==> src/rtl/shift_chain_ctrl_pkg.sv <==
// ---------------------------------------------------------------------------
// shift_ctrl_pkg
// Shared definitions for the shift_chain_ctrl serial shift sequencer.
//   state_t  : FSM encoding (IDLE / SHIFT / DONE)
//   calc_nb  : number of bit-periods per transfer for a given data width
// Optional feature macro: SHIFT_CHAIN_PARITY_EN (adds one parity bit period).
// ---------------------------------------------------------------------------
package shift_ctrl_pkg;

   typedef enum logic [1:0] {
      IDLE  = 2'b00,
      SHIFT = 2'b01,
      DONE  = 2'b10
   } state_t;

   // Bit-periods per transfer: the data bits, plus the trailing parity bit
   // when parity is built in.
   function automatic int calc_nb(input int width);
`ifdef SHIFT_CHAIN_PARITY_EN
      return width + 1;
`else
      return width;
`endif
   endfunction

endpackage

==> src/rtl/shift_chain_ctrl_dff_r.sv <==
// ---------------------------------------------------------------------------
// dff_r
// Single-bit D flip-flop with asynchronous active-high reset and load enable.
// One instance per bit forms the shift chain in shift_chain_ctrl.
//   i_clk : clock
//   i_rst : asynchronous active-high reset (clears the bit)
//   i_en  : load enable
//   i_d   : data in
//   o_q   : registered data out
// ---------------------------------------------------------------------------
module dff_r (
   input  logic i_clk,
   input  logic i_rst,
   input  logic i_en,
   input  logic i_d,
   output logic o_q
);

   logic r_q;

   always_ff @(posedge i_clk or posedge i_rst) begin
      if (i_rst) begin
         r_q <= 1'b0;
      end else if (i_en) begin
         r_q <= i_d;
      end
   end

   assign o_q = r_q;

endmodule

==> src/rtl/shift_chain_ctrl.sv <==
// ---------------------------------------------------------------------------
// shift_chain_ctrl
// Sequencer for a chain of flops used as a serial shift register. On start it
// captures a parallel word, shifts it out LSB first (one bit per CLK_DIV
// cycles) while shifting sin into the top of the same chain, then presents
// the received word with a one-cycle done pulse.
//
// Parameters:
//   WIDTH   : data bits per transfer (>= 2)
//   CLK_DIV : clock cycles per shifted bit (>= 1)
// Ports:
//   clk        in   system clock
//   rst        in   asynchronous active-high reset
//   start      in   transfer request, sampled only in IDLE
//   din        in   parallel word captured when start is accepted
//   sin        in   serial input bit
//   ready      out  high in IDLE
//   busy       out  high in SHIFT and DONE
//   sout       out  serial output bit, LSB first
//   sout_valid out  high while a bit is driven on sout
//   done       out  one-cycle completion pulse
//   dout       out  received word, held until the next done
//   par_err    out  parity mismatch flag, valid with done
// Optional feature macro: SHIFT_CHAIN_PARITY_EN
//   When defined, an even-parity bit of din follows the data bits, and the
//   matching received bit is checked against the received data.
// ---------------------------------------------------------------------------
module shift_chain_ctrl
   import shift_ctrl_pkg::*;
#(
   parameter int WIDTH   = 8,
   parameter int CLK_DIV = 1
) (
   input  logic             clk,
   input  logic             rst,
   input  logic             start,
   input  logic [WIDTH-1:0] din,
   input  logic             sin,
   output logic             ready,
   output logic             busy,
   output logic             sout,
   output logic             sout_valid,
   output logic             done,
   output logic [WIDTH-1:0] dout,
   output logic             par_err
);

   localparam int NB    = calc_nb(WIDTH);
   localparam int BIT_W = $clog2(NB + 1);
   localparam int DIV_W = (CLK_DIV > 1) ? $clog2(CLK_DIV) : 1;

   localparam logic [DIV_W-1:0] DIV_LAST = DIV_W'(CLK_DIV - 1);
   localparam logic [BIT_W-1:0] BIT_LAST = BIT_W'(NB - 1);

   state_t             r_state;
   logic [DIV_W-1:0]   r_div;
   logic [BIT_W-1:0]   r_bit_cnt;
   logic               r_ready;
   logic               r_busy;
   logic               r_sout_valid;
   logic               r_done;
   logic [WIDTH-1:0]   r_dout;

   logic [WIDTH-1:0]   w_chain;
   logic [WIDTH-1:0]   w_chain_nxt;
   logic               w_chain_en;
   logic               w_load;
   logic               w_bit_end;
   logic               w_last_bit;
   logic               w_shift_en;

   assign w_load     = (r_state == IDLE) && start;
   assign w_bit_end  = (r_state == SHIFT) && (r_div == DIV_LAST);
   assign w_last_bit = (r_bit_cnt == BIT_LAST);

`ifdef SHIFT_CHAIN_PARITY_EN
   logic r_par_tx;
   logic r_par_err;
   logic w_par_phase;

   // The trailing parity period does not move the chain, so the chain still
   // holds exactly the received data word when DONE is entered.
   assign w_par_phase = (r_bit_cnt == BIT_W'(WIDTH));
   assign w_shift_en  = w_bit_end && !w_par_phase;
   assign sout        = r_sout_valid && (w_par_phase ? r_par_tx : w_chain[0]);
   assign par_err     = r_par_err;
`else
   assign w_shift_en  = w_bit_end;
   assign sout        = r_sout_valid && w_chain[0];
   assign par_err     = 1'b0;
`endif

   // Next chain value: parallel load on accept, right shift with sin entering
   // at the top on each bit boundary, otherwise hold.
   assign w_chain_nxt = w_load     ? din :
                        w_shift_en ? {sin, w_chain[WIDTH-1:1]} :
                                     w_chain;
   assign w_chain_en  = w_load || w_shift_en;

   genvar gi;
   generate
      for (gi = 0; gi < WIDTH; gi++) begin : g_chain
         dff_r u_bit (
            .i_clk (clk),
            .i_rst (rst),
            .i_en  (w_chain_en),
            .i_d   (w_chain_nxt[gi]),
            .o_q   (w_chain[gi])
         );
      end
   endgenerate

   always_ff @(posedge clk or posedge rst) begin
      if (rst) begin
         r_state      <= IDLE;
         r_div        <= '0;
         r_bit_cnt    <= '0;
         r_ready      <= 1'b1;
         r_busy       <= 1'b0;
         r_sout_valid <= 1'b0;
         r_done       <= 1'b0;
         r_dout       <= '0;
      end else begin
         case (r_state)
            IDLE: begin
               if (start) begin
                  r_state      <= SHIFT;
                  r_div        <= '0;
                  r_bit_cnt    <= '0;
                  r_ready      <= 1'b0;
                  r_busy       <= 1'b1;
                  r_sout_valid <= 1'b1;
               end
            end
            SHIFT: begin
               if (w_bit_end) begin
                  r_div     <= '0;
                  r_bit_cnt <= r_bit_cnt + BIT_W'(1);
                  if (w_last_bit) begin
                     r_state      <= DONE;
                     r_sout_valid <= 1'b0;
                     r_done       <= 1'b1;
                     // Capture the word as it will stand after this edge.
                     r_dout       <= w_chain_nxt;
                  end
               end else begin
                  r_div <= r_div + DIV_W'(1);
               end
            end
            DONE: begin
               r_state <= IDLE;
               r_done  <= 1'b0;
               r_busy  <= 1'b0;
               r_ready <= 1'b1;
            end
            default: begin
               r_state      <= IDLE;
               r_done       <= 1'b0;
               r_busy       <= 1'b0;
               r_ready      <= 1'b1;
               r_sout_valid <= 1'b0;
            end
         endcase
      end
   end

`ifdef SHIFT_CHAIN_PARITY_EN
   always_ff @(posedge clk or posedge rst) begin
      if (rst) begin
         r_par_tx  <= 1'b0;
         r_par_err <= 1'b0;
      end else begin
         if (w_load) begin
            r_par_tx <= ^din;
         end
         // Final period is the parity bit: compare it with the received data.
         if (w_bit_end && w_last_bit) begin
            r_par_err <= sin ^ (^w_chain);
         end
      end
   end
`endif

   assign ready      = r_ready;
   assign busy       = r_busy;
   assign sout_valid = r_sout_valid;
   assign done       = r_done;
   assign dout       = r_dout;

endmodule

==> config.mk <==
export PLATFORM = sky130hd
export DESIGN_NAME = shift_chain_ctrl
export DESIGN_NICKNAME = d
export VERILOG_FILES = /design/src/rtl/shift_chain_ctrl_pkg.sv /design/src/rtl/shift_chain_ctrl_dff_r.sv /design/src/rtl/shift_chain_ctrl.sv
export SDC_FILE = /design/constraint.sdc
export NUM_CORES = 1
export LEC_CHECK = 0
export CAP_MARGIN = 20
export CORE_AREA = 2 2 59 61
export CTS_CLUSTER_DIAMETER = 40
export DETAILED_ROUTE_END_ITERATION = 10
export DIE_AREA = 0 0 61 63
export SYNTH_ARGS = -nofsm -noshare
export SYNTH_HDL_FRONTEND = slang
export SYNTH_SLANG_ARGS = --single-unit
export TNS_END_PERCENT = 20
==> constraint.sdc <==
create_clock -name clk -period 2.3 [get_ports clk]
set_clock_uncertainty 0.05 [all_clocks]
set_input_delay 0.46 -clock clk [delete_from_list [all_inputs] [get_ports clk]]
set_output_delay 0.46 -clock clk [all_outputs]
set_load 0.05 [all_outputs]
==> flow_metrics.py <==
metrics = {
    "hold_path": {
        "min_path_type": "in -> async",
    },
    "global_routing": {
        "grt.overflow.total": 0,
        "grt_pass1_wl_um": 4130,
        "grt_pass1_vias": 912,
        "grt_max_degree": 28,
        "initial_antenna_violation_count": 0,
        "gr-usage-all-layers_pct": 14.3,
    },
    "power": {
        "seqPwrFrac_pct": 35.9,
        "peak_ir_drop_on_the_vdd_network_v": 0.000609,
        "powerDensity_nw_per_um2": 1500,
        "pwr-share-comb_pct": 55.2,
        "p_clk_share_pct": 8.9,
        "power.switching_fraction_pct": 43.5,
        "reported_leakage_power_nw": 0.658,
        "power_switching_mw": 0.996,
        "internal-power_mw": 1.29,
    },
    "floorplan": {
        "fp.dieH_um": 63,
        "io-pin-count": 26,
        "dieWidth_um": 61,
        "floorplan.initialDensity_pct": 36.6,
        "core_area_um2": 3230,
        "num_rows": 21,
        "die-area_um2": 3840,
    },
    "place": {
        "detailedPlace.worstSlack_ns": 0.394,
        "io_buffer_count": 24,
        "finalWeightedCongestion": 0.803,
        "dpl_cell_area_um2": 1500,
        "dp.cells": 166,
        "dpl.hpwl_um": 1670,
    },
    "synth": {
        "yosys_register_bits": 27,
        "post_synth_inst_count": 96,
        "avgSynthCellArea_um2": 12.3,
        "number_of_enable_type_register_cells_in_the_synthesized_netlist": 0,
        "synthFlopType": "sky130_fd_sc_hd__dfrtp_1",
        "synth_top_area_cell": "sky130_fd_sc_hd__dfrtp_1",
        "post_syn_area_um2": 1180,
        "synth.distinct_cells": 26,
        "synth_fp_nets": 109,
        "ys_async_sr_fraction_pct": 100,
        "synth.yosys.seq_area_share_pct": 57.2,
        "yosysTopAreaCellShare_pct": 55.0,
        "synth_top_cells_by_area": "sky130_fd_sc_hd__dfrtp_1, sky130_fd_sc_hd__mux2_2, sky130_fd_sc_hd__o2bb2ai_1",
        "yosys_warnings": 0,
    },
    "setup_path": {
        "startpoint": "ready$_DFFE_PP1P_",
        "critical_path.n_buffers_inverters": 1,
        "worstSetupStartpointType": "flip-flop",
        "worst-path-max-fanout": 2,
        "worst_setup_path_end_kind": "primary output",
        "timing.critical_path.slowest_cell_delay_ns": 0.79,
        "crit_family": "buffers and inverters",
        "required_time_reported_for_the_critical_path_endpoint_ns": 1.79,
        "worstPathArrival_ns": 1.66,
        "r2r_start": "r_div$_DFFE_PP0P_",
        "timing_worst_setup_path_type": "reg -> out",
        "cell_chain_critical_path": "clkdlybuf4s50_1",
        "standard_cell_with_the_maximum_stage_delay_on_the_critical_path": "sky130_fd_sc_hd__clkdlybuf4s50_1",
    },
    "clock_network": {
        "cts-buffers-inserted": 3,
        "clock_tree.buffer_depth": 2,
        "clock_tree.htree_level_count": 1,
        "post_cts_buffers": 0,
        "postCtsHoldBufs": 0,
        "clk_pin_slew_worst_paths_ns": 0.14,
        "post_cts.resized_instances": 0,
        "clock_insertion_delay_worst_skew_ns": 0.32,
        "clock-sinks": 27,
        "root_buffer": "sky130_fd_sc_hd__clkbuf_4",
        "cts_tree": "yes",
    },
    "sta": {
        "post-route-worst-setup-slack_ns": 0.125,
        "rsz0062_at_grt": "no",
        "min_period_ns": 2.17,
        "max_clock_freq_ghz": 0.460,
        "hold_viol_final": 0,
        "max-slew-margin-rel_pct": 66.7,
        "final_clock_period_utilization_by_the_worst_path_pct": 94.6,
        "maxSlewViolCount": 0,
        "setup_viol": 0,
        "finalSetupTns_ns": 0,
        "tightestPinTransition_ns": 0.498,
    },
    "final_layout": {
        "n_antenna_cell": 0,
        "layout_commonest_cell": "sky130_fd_sc_hd__dfrtp_1",
        "final_nets": 138,
        "most-common-layout-cells": "sky130_fd_sc_hd__dfrtp_1, sky130_fd_sc_hd__clkdlybuf4s50_1, sky130_fd_sc_hd__mux2_2, sky130_fd_sc_hd__nor2b_1",
        "postLayoutCoreUtil_pct": 47.2,
        "syn2layout_area_growth_pct": 29.0,
        "final-instance-count-excl-fill": 170,
        "drive_gt1_share_pct": 16.9,
        "postLayoutCellArea_um2": 1530,
    },
    "route": {
        "route.vias.total": 838,
        "drc": 0,
        "wirelength_um": 2370,
        "detail-route-antenna-nets": 0,
        "detail_route.vias_per_cell": 4.93,
        "drt_iter0_markers": 61,
        "drt-pass1-iter-count": 4,
        "avgRoutedWirePerCell_um": 14.0,
    },
    "job": {
        "timing.max_cap.violations": 0,
    },
    "status": {
        "outcome": "finished, final reports clean",
    },
}
routing by layer:
metal,track usage (%),routed length (µm),vias up
met3,1.86,106,4
met1,20.2,1170,401
met5,0,0,-
met4,4.89,27,0
li1,-,-,406
met2,22.2,1070,27
flip-flops by register name (all words and copies together) (netlist names):
| register | cells |
|---|---|
| r_state | 2 |
| r_bit_cnt | 4 |
| done | 1 |
| dout | 8 |
| ready | 1 |
| busy | 1 |
| g_chain.u_bit.o_q | 8 |
| r_div | 1 |
| sout_valid | 1 |
synth_stat cells, types with 2 or more instances:
library cell,instances
sky130_fd_sc_hd__nor2b_1,8
sky130_fd_sc_hd__and2_1,2
sky130_fd_sc_hd__nor2_1,2
sky130_fd_sc_hd__o2bb2ai_1,7
sky130_fd_sc_hd__inv_1,3
sky130_fd_sc_hd__a21oi_1,3
sky130_fd_sc_hd__a22oi_1,7
sky130_fd_sc_hd__o21ai_0,3
sky130_fd_sc_hd__a21o_1,4
sky130_fd_sc_hd__nor3b_1,2
sky130_fd_sc_hd__or3_1,2
sky130_fd_sc_hd__clkbuf_1,5
sky130_fd_sc_hd__a22o_1,2
sky130_fd_sc_hd__dfrtp_1,26
sky130_fd_sc_hd__mux2_2,9
stage by stage:
step | power, mW | hold slack, ns
after CTS | 2.31 | 0.438
after floorplan | 1.71 | 0.391
after global routing | 2.44 | 0.470
after global placement | 2.07 | 0.412
final | 2.29 | 0.434
after detailed placement | 2.10 | 0.414
path summary, 6_finish.rpt:
check,end,slack (ns),depth (start not counted)
min in group clk,g_chain[0].u_bit.o_q$_DFFE_PP0P_,0.44,1
max in group asynchronous,ready$_DFFE_PP1P_,1.47,3
min,dout[0]$_DFFE_PP0P_,0.43,3
max reg2reg,dout[3]$_DFFE_PP0P_,0.41,4
min reg2reg,g_chain[0].u_bit.o_q$_DFFE_PP0P_,0.44,1
max,ready,0.13,1
power by group through the flow:
stage | registers [mW] | logic (mW) | clock network, mW
3_5_place_dp | 0.833 | 1.27 | 0
6_report | 0.821 | 1.26 | 0.204
2_1_floorplan | 1.17 | 0.539 | 0
4_1_cts | 0.825 | 1.28 | 0.212
5_1_grt | 0.854 | 1.36 | 0.228
3_3_place_gp | 0.826 | 1.25 | 0
final cells by class:
type	count	area, µm²
Timing Repair Buffer	30	285
Multi-Input combinational cell	60	468
Sequential cell	27	677
Inverter	3	11.3
Clock buffer	4	26.3
Fill cell	301	1710
Tap cell	46	57.6
cell families (layout without fill, tap and decap cells):
| logic type | after synthesis | in the layout | synth area share (%) |
|---|---|---|---|
| compound gates | 28 | 28 | 17.5 |
| flops | 27 | 27 | 57.2 |
| simple gates | 21 | 21 | 12.2 |
| mux | 9 | 9 | 8.57 |
| buf+inv | 9 | 37 | 3.17 |
| fa+ha+maj | 1 | 1 | 1.06 |
| other cells | 1 | 1 | 0.317 |
Power figures use the tool's default switching activity.
